[config.mk]
export PLATFORM = sky130hd
export DESIGN_NAME = hazard_control_unit
export DESIGN_NICKNAME = d
export VERILOG_FILES = /design/src/rtl/core_ctrl_pkg.sv /design/src/rtl/forwarding_unit.sv /design/src/rtl/hazard_control_unit.sv
export SDC_FILE = /design/constraint.sdc
export NUM_CORES = 1
export LEC_CHECK = 0
export BUFFER_PORTS_ARGS = -buffer_cell sky130_fd_sc_hd__buf_2
export CAP_MARGIN = 40
export CORE_ASPECT_RATIO = 1.1
export CORE_MARGIN = 10
export CORE_UTILIZATION = 47
export CTS_CLUSTER_SIZE = 14
export DETAILED_ROUTE_END_ITERATION = 8
export PLACE_DENSITY = 0.81
export SLEW_MARGIN = 10
export SYNTH_ARGS = -nofsm -noshare
export SYNTH_HDL_FRONTEND = slang
export SYNTH_SLANG_ARGS = --single-unit
export TNS_END_PERCENT = 1
[constraint.sdc]
create_clock -name clk -period 2.4 [get_ports clk]
set_clock_uncertainty 0.05 [all_clocks]
set_input_delay 0.48 -clock clk [delete_from_list [all_inputs] [get_ports clk]]
set_output_delay 0.48 -clock clk [all_outputs]
set_load 0.01 [all_outputs]
[src/rtl/core_ctrl_pkg.sv]
// Shared definitions for the pipeline control logic: forwarding mux
// select codes and the memory wait-state FSM encoding.
package core_ctrl_pkg;

  // EX-stage operand source selects
  localparam logic [1:0] FWD_RF  = 2'b00;  // register file value from ID/EX
  localparam logic [1:0] FWD_MEM = 2'b01;  // result held in EX/MEM
  localparam logic [1:0] FWD_WB  = 2'b10;  // result held in MEM/WB

  // Data-memory wait-state FSM
  typedef enum logic {
    ST_RUN  = 1'b0,
    ST_WAIT = 1'b1
  } state_e;

endpackage

[src/rtl/forwarding_unit.sv]
// Selects the source of one EX-stage operand. The youngest producer
// (EX/MEM) takes precedence over the older one (MEM/WB); x0 is never
// forwarded because it always reads as zero.
module forwarding_unit
  import core_ctrl_pkg::*;
(
  input  logic [4:0] ex_rs,
  input  logic [4:0] mem_rd,
  input  logic       mem_reg_write,
  input  logic [4:0] wb_rd,
  input  logic       wb_reg_write,
  output logic [1:0] fwd_sel
);

  // Pick the most recent in-flight writer of ex_rs
  always_comb begin
    // NOTE: assigning a default first guarantees every path drives the output, so no latch is inferred.
    fwd_sel = FWD_RF;
    if (mem_reg_write && (mem_rd != 5'd0) && (mem_rd == ex_rs)) begin
      fwd_sel = FWD_MEM;
    end else if (wb_reg_write && (wb_rd != 5'd0) && (wb_rd == ex_rs)) begin
      fwd_sel = FWD_WB;
    end
  end

endmodule

[src/rtl/hazard_control_unit.sv]
// Central sequencer for the 5-stage pipeline. Stalls, holds and flushes
// the pipeline registers for data-memory wait states, EX-resolved
// redirects and load-use hazards; drives the EX forwarding selects;
// tracks wait-state timeouts and keeps saturating stall/flush counters.
module hazard_control_unit
  import core_ctrl_pkg::*;
#(
  parameter int CNT_W       = 32,
  parameter int MEM_TIMEOUT = 64
) (
  input  logic             clk,
  input  logic             rst,
  input  logic [4:0]       id_rs1,
  input  logic [4:0]       id_rs2,
  input  logic             id_use_rs1,
  input  logic             id_use_rs2,
  input  logic [4:0]       ex_rs1,
  input  logic [4:0]       ex_rs2,
  input  logic [4:0]       ex_rd,
  input  logic             ex_mem_to_reg,
  input  logic             ex_redirect,
  input  logic [4:0]       mem_rd,
  input  logic             mem_reg_write,
  input  logic             mem_req,
  input  logic             mem_ready,
  input  logic [4:0]       wb_rd,
  input  logic             wb_reg_write,
  output logic             pc_stall,
  output logic             if_id_stall,
  output logic             if_id_flush,
  output logic             id_ex_hold,
  output logic             id_ex_flush,
  output logic             ex_mem_hold,
  output logic             mem_wb_flush,
  output logic [1:0]       fwd_a_sel,
  output logic [1:0]       fwd_b_sel,
  output logic             in_mem_wait,
  output logic             mem_timeout,
  output logic [CNT_W-1:0] stall_count,
  output logic [CNT_W-1:0] flush_count
);

  // Wait counter only needs to reach MEM_TIMEOUT-1
  localparam int                WCNT_W    = $clog2(MEM_TIMEOUT) + 1;
  localparam logic [WCNT_W-1:0] WCNT_LAST = WCNT_W'(MEM_TIMEOUT - 1);

  state_e            state;
  state_e            state_next;
  logic [WCNT_W-1:0] wait_cnt;
  logic [WCNT_W-1:0] wait_inc;
  logic              wait_c;
  logic              load_use;
  logic              redirect_flush;

  assign wait_c   = mem_req & ~mem_ready;
  assign load_use = ex_mem_to_reg && (ex_rd != 5'd0) &&
                    ((id_use_rs1 && (id_rs1 == ex_rd)) ||
                     (id_use_rs2 && (id_rs2 == ex_rd)));
  // A redirect only takes effect once memory is no longer stalling EX
  assign redirect_flush = ~wait_c & ex_redirect;
  assign wait_inc       = wait_cnt + WCNT_W'(1);
  assign in_mem_wait    = (state == ST_WAIT);

  forwarding_unit u_fwd_a (
    .ex_rs         (ex_rs1),
    .mem_rd        (mem_rd),
    .mem_reg_write (mem_reg_write),
    .wb_rd         (wb_rd),
    .wb_reg_write  (wb_reg_write),
    .fwd_sel       (fwd_a_sel)
  );

  forwarding_unit u_fwd_b (
    .ex_rs         (ex_rs2),
    .mem_rd        (mem_rd),
    .mem_reg_write (mem_reg_write),
    .wb_rd         (wb_rd),
    .wb_reg_write  (wb_reg_write),
    .fwd_sel       (fwd_b_sel)
  );

  // Pipeline control, priority: memory wait > redirect > load-use
  always_comb begin
    pc_stall     = 1'b0;
    if_id_stall  = 1'b0;
    if_id_flush  = 1'b0;
    id_ex_hold   = 1'b0;
    id_ex_flush  = 1'b0;
    ex_mem_hold  = 1'b0;
    mem_wb_flush = 1'b0;
    if (wait_c) begin
      // Freeze everything up to EX/MEM and bubble into WB; a pending
      // redirect stays valid in the frozen EX stage.
      pc_stall     = 1'b1;
      if_id_stall  = 1'b1;
      id_ex_hold   = 1'b1;
      ex_mem_hold  = 1'b1;
      mem_wb_flush = 1'b1;
    end else if (ex_redirect) begin
      // Wrong-path instructions in IF and ID are discarded
      if_id_flush = 1'b1;
      id_ex_flush = 1'b1;
    end else if (load_use) begin
      // One bubble; the load result then forwards from MEM/WB
      pc_stall    = 1'b1;
      if_id_stall = 1'b1;
      id_ex_flush = 1'b1;
    end
  end

  // Wait-state FSM next-state logic
  always_comb begin
    state_next = state;
    case (state)
      ST_RUN:  if (wait_c) state_next = ST_WAIT;
      ST_WAIT: if (!wait_c) state_next = ST_RUN;
      default: state_next = ST_RUN;
    endcase
  end

  // Wait-state FSM register
  always_ff @(posedge clk) begin
    // NOTE: sequential state uses non-blocking assignments so every register samples pre-edge values.
    if (rst) begin
      state <= ST_RUN;
    end else begin
      state <= state_next;
    end
  end

  // Consecutive-wait counter and sticky timeout flag
  always_ff @(posedge clk) begin
    if (rst) begin
      wait_cnt    <= '0;
      mem_timeout <= 1'b0;
    end else if (state == ST_RUN) begin
      wait_cnt <= '0;
    end else if (wait_c && (wait_cnt != WCNT_LAST)) begin
      wait_cnt <= wait_inc;
      if (wait_inc == WCNT_LAST) begin
        mem_timeout <= 1'b1;
      end
    end
  end

  // Saturating performance counters
  always_ff @(posedge clk) begin
    if (rst) begin
      stall_count <= '0;
      flush_count <= '0;
    end else begin
      if (pc_stall && (stall_count != '1)) begin
        stall_count <= stall_count + CNT_W'(1);
      end
      if (redirect_flush && (flush_count != '1)) begin
        flush_count <= flush_count + CNT_W'(1);
      end
    end
  end

endmodule

After elaboration in Yosys (flattened, before gate mapping)
Cells that the tools add are included.
Word-level totals
  output and inout bits: 77
  word-level logic and storage cells: 54
  flip-flop bits (word level): 73
Cells by class
  add/subtract/negate cells: 3
  mux-type cells: 12
  equality and inequality tests: 10
  bitwise operators: 5
  reduce and logical (&&, ||, !) cells: 19
Operators with widths (number)
  $add 32x1->32 const B: 2
  $ne 32x32->1 const B: 2
  $eq 5x5->1: 6
  $reduce_bool 5->1: 3
  $logic_and 1x1->1: 13
  $mux 1: 8
  $mux 2: 4
  $add 7x1->7 const B: 1
  $eq 7x6->1 const B: 1
  $ne 7x6->1 const B: 1
  $not 1->1: 3
  $reduce_and 3->1: 1
  $and 1x1->1: 2
  $reduce_or 2->1: 1
  $logic_or 1x1->1: 1

Depth between registers and ports, before layout
Gate-level depths: netlist of the first run.
  depth after elaboration: 8
  gate-level depth with buffers: 9

Cells and area by module
A second synthesis of the first run with hierarchy kept.
Second synthesis, totals
  cell total of the unflattened synthesis: 495
  area, all modules: 4025.1 sq um
By module, submodules not included
  hazard_control_unit: times used 1, area each 3722.3 sq um, cells each 455
  forwarding_unit: times used 2, area each 151.4 sq um, cells each 20

Worst setup path after synthesis of the first run
OpenSTA, ideal clock, no wires.
  path type: input port to output port
  start: input port ex_rd[1]
  end: output port pc_stall
  cell stages on the path: 8
  data arrival time: 1883 ps
  data required time: 1870 ps
  buffers on the path: 3
  path slack: -13 ps
  cell sequence: nor4_1 a21bo_1 nor2_1 a21oi_2 buf_2 buf_2 inv_1 buf_4
On the way
  cells in the longest elaborated chain, start to end: 7
  elaborated cells between the ends (all ways): 11
Ends and longest elaborated chain
  start: declaration: line hazard_control_unit.sv:19  | input logic [4:0] ex_rd,
  $eq 5x5->1 (on tied branches): line hazard_control_unit.sv:57, hazard_control_unit.sv:58
  $logic_and 1x1->1 (on tied branches): line hazard_control_unit.sv:57, hazard_control_unit.sv:58
  $logic_or 1x1->1: line hazard_control_unit.sv:57  | ((id_use_rs1 && (id_rs1 == ex_rd)) ||
  $logic_and 1x1->1 (*): line hazard_control_unit.sv:56  | assign load_use = ex_mem_to_reg && (ex_rd != 5'd0) &&
  $mux 1 (*) (3 in a row)
  end: declaration: line hazard_control_unit.sv:28  | output logic pc_stall,
Every way passes the cells marked *; elsewhere a longest branch is shown, timed or not.

Worst setup path in the final report of the first run
  start: input port wb_rd[3]
  end: output port fwd_a_sel[1]
On the way
  cells in the longest elaborated chain, start to end: 5
  elaborated cells between the ends (all ways): 6
Ends and longest elaborated chain
  start: declaration: line hazard_control_unit.sv:26  | input logic [4:0] wb_rd,
  $reduce_bool 5->1: line forwarding_unit.sv:21  | end else if (wb_reg_write && (wb_rd != 5'd0) && (wb_rd == ex_rs)) begin
  $logic_and 1x1->1: line forwarding_unit.sv:21
  $logic_and 1x1->1 (*): line forwarding_unit.sv:21
  $mux 2 (*): line forwarding_unit.sv:21
  $mux 2 (*): line forwarding_unit.sv:19  | if (mem_reg_write && (mem_rd != 5'd0) && (mem_rd == ex_rs)) begin
  end: declaration: line hazard_control_unit.sv:35  | output logic [1:0] fwd_a_sel,
Marked as above.

==> reports/metrics.cfg, run 1 <==
[floorplan]
start_util=0.4866
pin_count=122
die_area_mm2=0.01295
core-area_mm2=0.008496
rows=35
die_w_um=109.4
chipHeight_um=118.4

[yosys]
synthDistinctLibCells=50
async_flop_share=0
synth-edff-count=0
avgSynthCellArea_um2=8.268
synth.most_common_cell=dfxtp_1
synthesis.area_mm2=0.004134
yosysTopAreaCellShare=0.3535
syn-num-nets=549
syn_inst=500
synth_warnings=0
synth-seq-area-share=0.3535
synth_seq_cells=73
ys.flop_type=dfxtp_1
synthTopCellsByArea=dfxtp_1 35%, xor2_1 7.4%, xnor2_1 5.3%
synth_common_cells=73 x dfxtp_1, 45 x nor2_1, 38 x a21oi_1, 38 x nand3_1, 35 x xor2_1
yosysTopAreaCell=dfxtp_1

[layout]
layout-drive-gt1-share=0.2653
nets=681
multi_input_area_mm2=0.002537
area_delta_synth_final_pct=25.97
instances_no_fill=748
fillCellCount=764
fin_area_mm2=0.005207
antennaDiodeCount=0
seq_area_mm2=0.001461

[power]
p_per_area_mw_per_mm2=516.2
ir_drop_v=0.0003765
power_mw=2.688
leakagePower_nw=2.122

[timing]
setup_slack_ns=0.08150
grt_setup_unrepaired=false
final_hold_viol_count=0
fmaxAchievable_mhz=431.3
fin_tns_setup_ns=0
tightest_slew_ns=0.7446
fin_crit_ns=2.319
maxSlewViolCount=0
setup_viol=0
post-route-period-util=0.9660
relSlewSlack=0.5036

[cts]
clk_latency_ns=0.34
cts.path.max_buffers=2
clkTransAtPathRegs_ns=0.08
postCtsSetupRepairBufs=0
root_buffer=clkbuf_8
numCtsBuffers=9
cts_tree=yes
cts_htree_levels=3
cts.sinks=73

[global_routing]
gr-total-overflow=0
grt_max_degree=42
track_usage=0.1746
grt_first_pass_wirelength_mm=19.24
antenna_found_initial=0
grt_pass1_vias=4108

[worst_setup_path]
crit_path_max_fanout=3
cp_slowest_stage_delay_ns=0.54
startpoint_type=input port
worstSetupPathType=input port to primary output
arrival_ns=1.79
rr_endpoint=stall_count[17]
startpoint=wb_rd[3]
rr_worst_depth=8
critPathSlowestCell=or4_1
rr_startpoint=stall_count[0]
path_cells=buf_2 > or4_1 > o21ai_0 > or4_1 > nor4_1 > buf_2
cp.required_ns=1.87
r2r_slack_ns=0.27
critPathCaptureType=primary output

[detailed_routing]
vias_per_cell=5.639
routed_wl_mm=11.65
wire_per_inst_um=15.57
drc_errors=0
drt_first_pass_iters=4
dr.first_iter.drc_count=142
vias=4218
antenna_left=0

[placement]
routabilityCongestion=0.9018
dp.cells=732
dpl-instance-area_mm2=0.004941
hpwl_mm=9.005
pre_cts_slack_ns=-0.08887
numPortBuffers=121

[worst_hold_path]
min_from=mem_timeout
min_to=mem_timeout
min_path_type=register to register
holdPathStages=2

[flow_run]
cap_violations=0

[outcome]
outcome=completed

[timing repair]
action | in CTS | in global routing
hold buffers | 0 | 0
cloned | 0 | 0
endpoints found under the setup margin | 2 | 2
gates resized for setup | 2 | 0
pin swaps | 0 | 2
[metal layers]
metal / track usage / share of wire / vias to the layer above
met2: 0.3139 / 0.52 / 89
met1: 0.1966 / 0.41 / 2017
met5: 0 / 0 / -
met4: 0.04479 / 0.011 / 0
met3: 0.04402 / 0.058 / 13
li1: - / - / 2099
[worst max-delay path by stage]
stage / end / slack (ns)
after floorplan: pc_stall / 0.02
after global placement: fwd_a_sel[1] / 0.02
after detailed placement: fwd_a_sel[1] / -0.09
after CTS: fwd_a_sel[1] / 0.02
after global routing: fwd_a_sel[1] / 0.01
final: fwd_a_sel[1] / 0.08
[placed cells by master, fill, tap and decap left out, types with 4 or more instances in the layout]
| cell type | count |
|---|---|
| a21oi_1 | 38 |
| o21ai_1 | 8 |
| clkbuf_8 | 12 |
| o21ai_0 | 16 |
| buf_4 | 16 |
| nor4_1 | 8 |
| xor2_1 | 35 |
| buf_2 | 121 |
| dfxtp_1 | 73 |
| nand3_1 | 38 |
| or3_1 | 18 |
| nor3_1 | 8 |
| or4_1 | 23 |
| nand2_1 | 34 |
| xnor2_1 | 25 |
| inv_1 | 11 |
| nor2b_1 | 4 |
| nand4_1 | 21 |
| ha_1 | 4 |
| and4_1 | 5 |
| o31ai_1 | 15 |
| nor2_1 | 45 |
| and3_1 | 12 |
| and2_1 | 6 |
[report_power, final]
part	leakage (nW)	internal [mW]	switching, mW
sequential	0.588	1.22	0.00802
combinational	1.40	0.0956	0.124
clock	0.129	0.777	0.467
total	2.12	2.09	0.599
[layout make-up]
type	instances	area share
clock buffer	12	0.03172
clock inverter	4	0.01874
inverter	11	0.007929
multi-input combinational	398	0.4873
sequential	73	0.2806
tap	111	0.02667
timing repair buffer	139	0.1470
[state kept, by name, indices dropped and copies added (netlist names)]
name / flops
flush_count: 32
stall_count: 32
wait_cnt: 7
in_mem_wait: 1
mem_timeout: 1
[critical path, delay by kind of cell]
kind | cells | cell delay (ns)
compound gates | 1 | 0.08
buf+inv | 2 | 0.30
simple gates | 3 | 0.94
[stage by stage]
stage	util	hold slack (ns)
floorplan	-	0.4341
global placement	0.5816	0.4192
detailed placement	0.5816	0.4227
CTS	0.6130	0.4436
global route	0.6130	0.4958
finish	0.6130	0.4350
[cells by family (layout without fill, tap and decap cells)]
logic type	after synthesis	after routing	share of synthesized area
buf+inv	29	166	0.03359
xor+xnor	60	60	0.1271
fa+ha+maj	4	4	0.01211
flops	73	73	0.3535
mux	2	2	0.005145
compound gates	93	93	0.1371
simple gates	239	239	0.3314
No activity file was read; power rests on OpenSTA's default activity.
==> inputs of run 2 (changes only) <==
--- a/config.mk
+++ b/config.mk
@@ -12,7 +12,7 @@
 export CORE_UTILIZATION = 47
 export CTS_CLUSTER_SIZE = 14
 export DETAILED_ROUTE_END_ITERATION = 8
-export PLACE_DENSITY = 0.81
+export PLACE_DENSITY = 0.77
 export SLEW_MARGIN = 10
 export SYNTH_ARGS = -nofsm -noshare
 export SYNTH_HDL_FRONTEND = slang
==> reports/metrics.cfg, run 2 (synthesis results as in run 1) <==
[worst_setup_path]
critical-path-top-delay-family=simple AND/OR/NAND/NOR gates
r2r_slack_ns=0.23  ; -0.04 ns
cp_slowest_stage_delay_ns=0.55  ; about the same
worstSetupPathType=input port to primary output
rr_worst_depth=7  ; -1
crit_path_max_fanout=3  ; unchanged
arrival_ns=1.78  ; about the same
path_buf_inv=2  ; unchanged
rr_startpoint=flush_count[3]
critPathCaptureType=primary output
startpoint=wb_rd[3]
rr_endpoint=flush_count[22]
cp.required_ns=1.87  ; about the same
critPathSlowestCell=or4_1
startpoint_type=input port
path_cells=buf_2 > or4_1 > o21ai_0 > or4_1 > nor4_2 > buf_2

[cts]
cts_htree_levels=3  ; unchanged
cts_tree=yes
clk_latency_ns=0.34  ; about the same
clkTransAtPathRegs_ns=0.08  ; about the same
cts.path.max_buffers=2  ; unchanged
root_buffer=clkbuf_8
postCtsSetupRepairBufs=0  ; unchanged
numCtsBuffers=9  ; unchanged
cts.sinks=73  ; unchanged

[layout]
antennaDiodeCount=0  ; unchanged
layout_common_cells=121 x buf_2, 73 x dfxtp_1, 45 x nor2_1, 38 x nand3_1, 38 x a21oi_1
reg_top3=flush_count (32), stall_count (32), wait_cnt (7)
area_delta_synth_final_pct=23.55
nets=682  ; +0.15%
layout_commonest_cell=buf_2
layout-drive-gt1-share=0.2653  ; unchanged

[floorplan]
rows=35  ; unchanged
pin_count=122  ; unchanged
die_area_mm2=0.01295  ; unchanged
die_w_um=109.4  ; unchanged
start_util=0.4866  ; unchanged
core-area_mm2=0.008496  ; unchanged
chipHeight_um=118.4  ; unchanged

[power]
power_mw=2.287  ; -15%
p_per_area_mw_per_mm2=447.8  ; -13%
leakagePower_nw=2.081  ; -1.9%
ir_drop_v=0.0002998  ; -20%

[timing]
post-route-period-util=0.9627  ; -0.003341
fmaxAchievable_mhz=432.8  ; +0.35%
maxSlewViolCount=0  ; unchanged
final_hold_viol_count=0  ; unchanged
tightest_slew_ns=0.7913  ; +0.04672 ns
setup_viol=0  ; unchanged
relSlewSlack=0.4725  ; -0.03115
fin_tns_setup_ns=0  ; unchanged
fin_crit_ns=2.310  ; -0.008019 ns

[global_routing]
gr-total-overflow=0  ; unchanged
grt_max_degree=43  ; +2.4%
grt_first_pass_wirelength_mm=18.88  ; -1.9%
antenna_found_initial=0  ; unchanged
track_usage=0.1725  ; -0.002043
grt_pass1_vias=4073  ; -0.85%

[detailed_routing]
drc_errors=0  ; unchanged
dr.first_iter.drc_count=167  ; +18%
antenna_left=0  ; unchanged
wire_per_inst_um=15.47  ; -0.60%
routed_wl_mm=11.58  ; -0.60%
vias_per_cell=5.616  ; -0.40%
vias=4201  ; -0.40%
drt_first_pass_iters=4  ; unchanged

[worst_hold_path]
min_path_type=register to register
min_to=mem_timeout
min_from=mem_timeout
holdPathStages=2  ; unchanged

[outcome]
outcome=completed

[placement]
hpwl_mm=9.021  ; +0.18%
numPortBuffers=121  ; unchanged
routabilityCongestion=0.8692  ; -3.6%

[flow_run]
cap_violations=0  ; unchanged

==> run 2: layout make-up <==
| class | count | area (um^2) |
|---|---|---|
| Clock buffer | 11 | 141.4 |
| Inverter | 11 | 41.29 |
| Clock inverter | 4 | 20.02 |
| Sequential cell | 73 | 1461 |
| Timing Repair Buffer | 140 | 760.7 |
| Fill cell | 769 | 3388 |
| Tap cell | 111 | 138.9 |
| Multi-Input combinational cell | 398 | 2544 |
==> run 2: report_power, final <==
group          internal [mW]  switching, mW  leakage [nW]  total [mW]
sequential              1.22        0.00766         0.588        1.22
clock                  0.392          0.453        0.0887       0.844
combinational         0.0948          0.123          1.40       0.218
==> run 2: stage by stage <==
stage / setup WS, ns / instances / utilization / hold WS (ns) / cell area, um^2
2_1_floorplan: 0.01631 / 500 / - / 0.4341 / 4136
3_3_place_gp: 0.03290 / 733 / 0.5810 / 0.4066 / 4936
3_5_place_dp: -0.01865 / 733 / 0.5810 / 0.4145 / 4936
4_1_cts: 0.04937 / 748 / 0.6000 / 0.4322 / 5097
5_1_grt: -0.001275 / 748 / 0.6012 / 0.4618 / 5107
6_report: 0.08952 / 748 / 0.6012 / 0.4292 / 5107
==> run 2: repair_timing <==
item,CTS,global route
hold buffers,0,0
gates cloned,0,0
gates resized for setup,1,2
endpoints found under the setup margin,2,2
pin swaps,0,2
==> run 2: worst min-delay path: stages (launching register included) <==
cell,delay (ns)
dfxtp_1,0.33
a31oi_1,0.04
nor2_1,0.07
==> run 2: how the worst max path moves through the flow <==
stage	slack, ns	cells after the start	endpoint
after global placement	0.03	6	fwd_a_sel[1]
after CTS	0.05	6	fwd_a_sel[1]
after detailed placement	-0.02	6	fwd_a_sel[1]
after floorplan	0.02	8	pc_stall
final	0.09	6	fwd_b_sel[1]
after global routing	-0.001	6	fwd_b_sel[1]
==> run 2: metal layers <==
layer | vias up | GRT usage | wire length, um
met5 | - | 0 | 0
met3 | 21 | 0.03750 | 740
li1 | 2101 | - | -
met1 | 1974 | 0.1909 | 4576
met4 | 0 | 0.06759 | 260
met2 | 105 | 0.3076 | 5998
